--- config.mk ---
export PLATFORM = sky130hd
export DESIGN_NAME = digit_step_sequencer
export DESIGN_NICKNAME = d
export VERILOG_FILES = /design/src/rtl/digit_step_sequencer.sv
export SDC_FILE = /design/constraint.sdc
export NUM_CORES = 1
export LEC_CHECK = 0
export BUFFER_PORTS_ARGS = -buffer_cell sky130_fd_sc_hd__buf_2
export CAP_MARGIN = 20
export CORE_MARGIN = 4
export CORE_UTILIZATION = 50
export CTS_BUF_LIST = sky130_fd_sc_hd__clkbuf_16
export DETAILED_ROUTE_END_ITERATION = 6
export GPL_ROUTABILITY_DRIVEN = 1
export PLACE_DENSITY = 0.84
export SLEW_MARGIN = 40
export SYNTH_ARGS = -nofsm -noshare
export SYNTH_HDL_FRONTEND = slang
export SYNTH_SLANG_ARGS = --single-unit
--- constraint.sdc ---
create_clock -name clk -period 2.1 [get_ports clk]
set_clock_uncertainty 0.1 [all_clocks]
set_input_delay 0.42 -clock clk [delete_from_list [all_inputs] [get_ports clk]]
set_output_delay 0.42 -clock clk [all_outputs]
set_load 0.005 [all_outputs]
--- src/rtl/digit_step_sequencer.sv ---
// Step engine for the 0..MAX_DIGIT HEX0 counter: prescaled up/down/ping-pong
// runs plus single steps, with a shadow of the digit for boundary detection.
module digit_step_sequencer #(
  parameter int unsigned DIV       = 4,
  parameter int unsigned MAX_DIGIT = 9
) (
  input  logic       clk,
  input  logic       reset,
  input  logic [1:0] mode,
  input  logic       start,
  input  logic       stop,
  input  logic       step_req,
  input  logic       dir_in,
  output logic       step_en,
  output logic       dir,
  output logic [3:0] digit,
  output logic       running,
  output logic       wrap
);

  localparam int unsigned    CW    = $clog2(DIV);
  localparam logic [CW-1:0]  LAST  = CW'(DIV - 1);
  localparam logic [3:0]     MAX_D = 4'(MAX_DIGIT);

  typedef enum logic {S_IDLE, S_RUN} state_t;
  typedef enum logic [1:0] {
    M_UP   = 2'b00,
    M_DOWN = 2'b01,
    M_PING = 2'b10,
    M_RSVD = 2'b11
  } mode_t;

  state_t        state, state_n;
  mode_t         run_mode, run_mode_n;
  logic [CW-1:0] count, count_n;
  logic [3:0]    digit_n, nd;
  logic          dir_n, step_en_n, wrap_n;

  function automatic logic [3:0] next_digit(input logic [3:0] d, input logic up);
    if (up) return (d == MAX_D) ? 4'd0 : d + 4'd1;
    return (d == 4'd0) ? MAX_D : d - 4'd1;
  endfunction

  always_ff @(posedge clk or posedge reset) begin
    if (reset) begin
      state    <= S_IDLE;
      run_mode <= M_UP;
      count    <= '0;
      digit    <= '0;
      dir      <= 1'b1;
      step_en  <= 1'b0;
      wrap     <= 1'b0;
      running  <= 1'b0;
    end else begin
      state    <= state_n;
      run_mode <= run_mode_n;
      count    <= count_n;
      digit    <= digit_n;
      dir      <= dir_n;
      step_en  <= step_en_n;
      wrap     <= wrap_n;
      running  <= (state_n == S_RUN);
    end
  end

  always_comb begin
    state_n    = state;
    run_mode_n = run_mode;
    count_n    = count;
    digit_n    = digit;
    dir_n      = dir;
    step_en_n  = 1'b0;
    wrap_n     = 1'b0;
    nd         = '0;
    case (state)
      S_IDLE: begin
        if (stop) begin
          state_n = S_IDLE;
        end else if (start) begin
          state_n    = S_RUN;
          run_mode_n = mode_t'(mode);
          count_n    = '0;
          case (mode_t'(mode))
            M_DOWN:  dir_n = 1'b0;
            // Starting ping-pong at the top must head down immediately.
            M_PING:  dir_n = (digit != MAX_D);
            default: dir_n = 1'b1;
          endcase
        end else if (step_req) begin
          nd        = next_digit(digit, dir_in);
          step_en_n = 1'b1;
          dir_n     = dir_in;
          digit_n   = nd;
          wrap_n    = dir_in ? (nd == 4'd0) : (nd == MAX_D);
        end
      end
      S_RUN: begin
        if (stop) begin
          state_n = S_IDLE;
          count_n = '0;
        end else if (count == LAST) begin
          count_n   = '0;
          step_en_n = 1'b1;
          nd        = next_digit(digit, dir);
          digit_n   = nd;
          if (run_mode == M_PING) begin
            if (dir && (nd == MAX_D)) begin
              dir_n  = 1'b0;
              wrap_n = 1'b1;
            end else if (!dir && (nd == 4'd0)) begin
              dir_n  = 1'b1;
              wrap_n = 1'b1;
            end
          end else begin
            wrap_n = dir ? (nd == 4'd0) : (nd == MAX_D);
          end
        end else begin
          count_n = count + CW'(1);
        end
      end
    endcase
  end

endmodule

# [Word level (Yosys, flattened, before mapping)]
# Index checks and enable logic that the tools add are counted.
[classes] addsub=3 n_eq_ne=17 n_mux=64 n_bitwise=2 reduce_logical=10
[ops] op="$mux W4" n=18
[ops] op="$mux W1" n=35
[ops] op="$eq A4 B4 Y1 const B" n=3
[ops] op="$logic_not A4 Y1" n=3
[ops] op="$ne A2 B2 Y1 const B" n=5
[ops] op="$pmux W1 S2" n=5
[ops] op="$mux W2" n=4
[ops] op="$pmux W4 S2" n=1
[ops] op="$eq A2 B2 Y1 const B" n=3
[ops] op="$reduce_and A6 Y1" n=1
[ops] op="$reduce_and A5 Y1" n=1
[ops] op="$add A4 B1 Y4 const B" n=1
[ops] op="$ne A2 B1 Y1 const B" n=2
[ops] op="$ne A4 B4 Y1 const B" n=1
[ops] op="$pmux W2 S2" n=1
[ops] op="$sub A4 B1 Y4 const B" n=1
[ops] op="$ne A3 B1 Y1 const B" n=1
[ops] op="$ne A3 B3 Y1 const B" n=1
[ops] op="$reduce_and A3 Y1" n=1
[ops] op="$add A2 B1 Y2 const B" n=1
[ops] op="$eq A2 B1 Y1 const B" n=1
[ops] op="$logic_and A1 B1 Y1" n=2
[ops] op="$not A1 Y1" n=2
[ops] op="$reduce_and A2 Y1" n=1
[ops] op="$logic_not A1 Y1" n=1
[word_totals] register_bits=12 in_bits=8

# [Depth between registers and ports, before layout]
[depth] ltp_word=16 ltp_mapped=6 depth_no_buf=6

# [Worst setup path after synthesis]
# No wires, ideal clock.
[synth_timing] path_kind="input port to flip-flop" start="in start" end="reg digit[2]" setup_time_ns=0.133 arrival_time_ns=1.384 t_required_ns=1.867 slack_ns=0.483 path_stages=4 path_buffers=0 cell_sequence="or3b_1 -> a21o_1 -> a2111oi_2 -> a21oi_1"
[synth_between] elab_chain_len=2
[synth_lines] item="start: declaration" line_no="10" text="input logic start,"
[synth_lines] item="$ne A2 B2 Y1 (no source line)"
[synth_lines] item="$reduce_and A5 Y1 (no source line)"
[synth_lines] item="end signal: assignment" line_no="58" text="digit <= digit_n;"
[synth_lines] item="end: declaration" line_no="16" text="output logic [3:0] digit,"
# Every way passes these cells.
# A chain may end at the register's enable or synchronous reset.

# [Final worst setup path]
[layout_timing] start="reg digit[1]" end="reg wrap"
[layout_between] elab_chain_len=15 elab_cells_between_ends=34 cone_classes="add/sub (2); eq/ne (3); mux (24); reduce/logical (5)"
[layout_lines] item="$add A4 B1 Y4 / $eq A4 B4 Y1 (equally long branches)" line_no="40" text="if (up) return (d == MAX_D) ? 4'd0 : d + 4'd1;"
[layout_lines] item="$mux W4 (2 in a row)" line_no="40"
[layout_lines] item="$mux W4" line_no="41" text="return (d == 4'd0) ? MAX_D : d - 4'd1;"
[layout_lines] item="$mux W4" line_no="101" text="end else if (count == LAST) begin"
[layout_lines] item="$mux W4" line_no="98" text="if (stop) begin"
[layout_lines] item="$mux W4" line_no="75" text="case (state)"
[layout_lines] item="$logic_not A4 Y1" line_no="110, 115"
[layout_lines] item="$logic_and A1 B1 Y1" line_no="110" text="end else if (!dir && (nd == 4'd0)) begin"
[layout_lines] item="$mux W1" line_no="110"
[layout_lines] item="$mux W1" line_no="107" text="if (dir && (nd == MAX_D)) begin"
[layout_lines] item="$mux W1" line_no="106" text="if (run_mode == M_PING) begin"
[layout_lines] item="$mux W1" line_no="101"
[layout_lines] item="$mux W1" line_no="98"
[layout_lines] item="$pmux W1 S2 *" line_no="75"
[layout_lines] item="via wrap_n" line_no="37" text="logic dir_n, step_en_n, wrap_n;"
[layout_lines] item="end signal: assignment" line_no="61" text="wrap <= wrap_n;"
[layout_lines] item="end: declaration" line_no="18" text="output logic wrap"
# The timed path passes the listed nets; every way through them passes the cells marked *. The select of a mux whose other input is x is not followed.

==> out/results.ini <==
[outcome]
status = finished, final reports clean

[setup_path]
cp_data_arrival_time_ns = 2.00
worstSetupPathType = register to register
r2r_cells = 4
slowest_stage = dfrtp_1
crit_path_end_kind = register
worstReg2RegStart = digit[1]
cpPeakStageDelay_ns = 0.73
required_ns = 2.10
cp_max_fo = 20
r2r-end = wrap
reg2reg_slack_ns = 0.1
cp-start-kind = register
crit_chain = inv_1 -> a2111oi_0 -> a311oi_1 -> o41ai_1

[cts]
root_buffer = clkbuf_16
ctsHoldBuffers = 0
ctsResizeCount = 0
clk_pin_slew_worst_paths_ns = 0.05
clkLatencyLatePin_ns = 0.25
numCtsBuffers = 3
cts.sinks = 12
cts_post_setup_buffers_inserted = 0
cts_max_level = 1
cts_tree = built
clockBufferDepth = 2

[logic_synthesis]
synth.distinct_cells = 49
synth_cells = 120
yosysWarnings = 0
ys_ff_latch = 12
syn_nets = 129
ys_top_cells_by_area = dfrtp_1, o21ai_0, a21oi_1
async_flop_share = 1.00
yosys.area.top_type = dfrtp_1
synth_edf_count = 0
synth_ff_type = dfrtp_1
ys_seq_area_frac = 0.303
synthesis.area_um2 = 995
avgSynthCellArea_um2 = 8.29
synth.top_cell.area_share = 0.277

[layout]
stdcell_area_um2 = 1140
seq_area_um2 = 302
fin_nets = 140
areaGrowthSynthToFinish_pct = 14.3
fill_cells = 157
multiInputGateArea_um2 = 609
antenna_cells = 0
drive_above_1_share = 0.192

[floorplanning]
initial_utilization = 0.552
die_area_um2 = 2770
die_y_um = 52.6
io_pins = 16
coreArea_um2 = 1800
num_rows = 15
die_w_um = 52.6

[routing]
drt-initial-drc-count = 38
drcViolationCount = 0
drt-pass1-iter-count = 4
routedWlPerCell_um = 15.8
routed_wl_um = 2440
num_vias = 997
viasPerCell = 6.43
route.antenna.remaining_nets = 0

[timing]
setup_viol = 0
maxSlewHeadroom = 0.577
worst_pin_slew_ns = 0.635
period_share = 0.954
tns_ns = 0
fmax_mhz = 499
grt_setup_unrepaired = false
hold_violations = 0
period_minus_slack_ns = 2.00
slew_viol_final = 0

[placed_design]
gp_congestion = 0.877
io_buffers = 15
postPlaceCellArea_um2 = 1060
dp_hpwl_um = 1620

[global_route]
grt_usage = 0.204
grt_overflow = 0
antenna_found_initial = 0
grt_pass1_wl_um = 4140
grt_max_degree = 23
grt_pass1_vias = 859

[power]
pwr_density_cell_nw_per_um2 = 1300
p_total_uw = 1480
vdd.ir_drop.worst_mv = 1.01
p_leak_uw = 0.000476

[min_path]
min_path_type = primary input to async pin

[flow_run]
maxCapViolations = 0

stage by stage:
stage | hold slack [ns] | worst slack [ns] | util | std cells
3_3_place_gp | 0.344 | 0.312 | 0.588 | 151
2_1_floorplan | 0.184 | 0.483 | - | 120
6_report | 0.0841 | 0.0972 | 0.631 | 155
4_1_cts | 0.0995 | 0.188 | 0.631 | 155
5_1_grt | 0.136 | 0.0509 | 0.631 | 155
3_5_place_dp | 0.356 | 0.220 | 0.588 | 151
logic make-up (layout without fill, tap and decap cells):
logic type	Yosys count	count (layout)	synth area share
AOI/OAI and AO/OA	43	43	0.298
xor gates and xnor gates	4	4	0.0352
adders and majority gates	1	1	0.0126
buffers and inverters	18	28	0.0843
DFF	12	12	0.303
muxes	3	3	0.0327
and+or+nand+nor	39	39	0.234
worst max-delay path, delay by kind of cell (launching register included):
kind                   cells  cell delay, ns
buffers and inverters      1            0.12
AOI/OAI and AO/OA          3            0.90
DFF                        1            0.73
worst max path at each step:
stage,cells after the start,slack [ns],from,endpoint
3_5_place_dp,4,0.22,digit[0],wrap
2_1_floorplan,4,0.48,start,digit[2]
6_report,4,0.1,digit[1],wrap
3_3_place_gp,5,0.31,start,digit[2]
5_1_grt,4,0.05,digit[1],wrap
4_1_cts,4,0.19,digit[0],wrap
report_power, final:
part / total (uW) / switching, uW / internal (uW)
Sequential: 529 / 233 / 296
Combinational: 592 / 286 / 306
Clock: 359 / 107 / 251
layer usage:
| layer | global-route usage | wire, um | vias to the layer above |
|---|---|---|---|
| met1 | 0.278 | 1090 | 478 |
| li1 | - | - | 466 |
| met2 | 0.306 | 1140 | 48 |
| met4 | 0.0766 | 34 | 0 |
| met5 | 0 | 0 | - |
| met3 | 0.0513 | 184 | 5 |
flip-flops by register name (all words and copies together), names as in the netlist:
signal / cells
digit: 4
count: 2
run_mode: 2
dir: 1
state: 1
step_en: 1
wrap: 1
Yosys cell counts, types with 2 or more instances:
cell type / number
or3b_1: 2
xnor2_1: 4
a32o_1: 2
a2bb2oi_1: 2
nor2b_1: 3
a31oi_1: 4
nand4_1: 2
nor2_1: 9
nand2b_1: 3
a21oi_1: 8
inv_1: 7
a21boi_0: 3
nand4b_1: 3
nand2_1: 5
nor3_1: 2
mux2_2: 2
clkbuf_1: 3
a311oi_1: 2
buf_2: 6
dfrtp_1: 11
o21ai_0: 9
cells in the final DEF, fill, tap and decap left out, drive strengths merged, types with 2 or more instances in the layout:
master,count
nand2,5
nand2b,3
or3b,2
nand4b,3
a31oi,4
nor3,2
a2111oi,2
nand4,2
o21ai,10
a32o,2
a21boi,3
mux2,2
dfrtp,11
buf,17
a2bb2oi,2
nor2,9
xnor2,4
clkbuf,3
inv,7
a311oi,2
nor2b,3
a21oi,8
cell type report:
type / count / share of cell area
clock buffer: 3 / 0.0660
clock inverter: 1 / 0.00330
inverter: 7 / 0.0231
multi-input combinational: 90 / 0.536
sequential: 12 / 0.265
tap: 25 / 0.0275
timing repair buffer: 17 / 0.0792
Power figures use the tool's default switching activity.
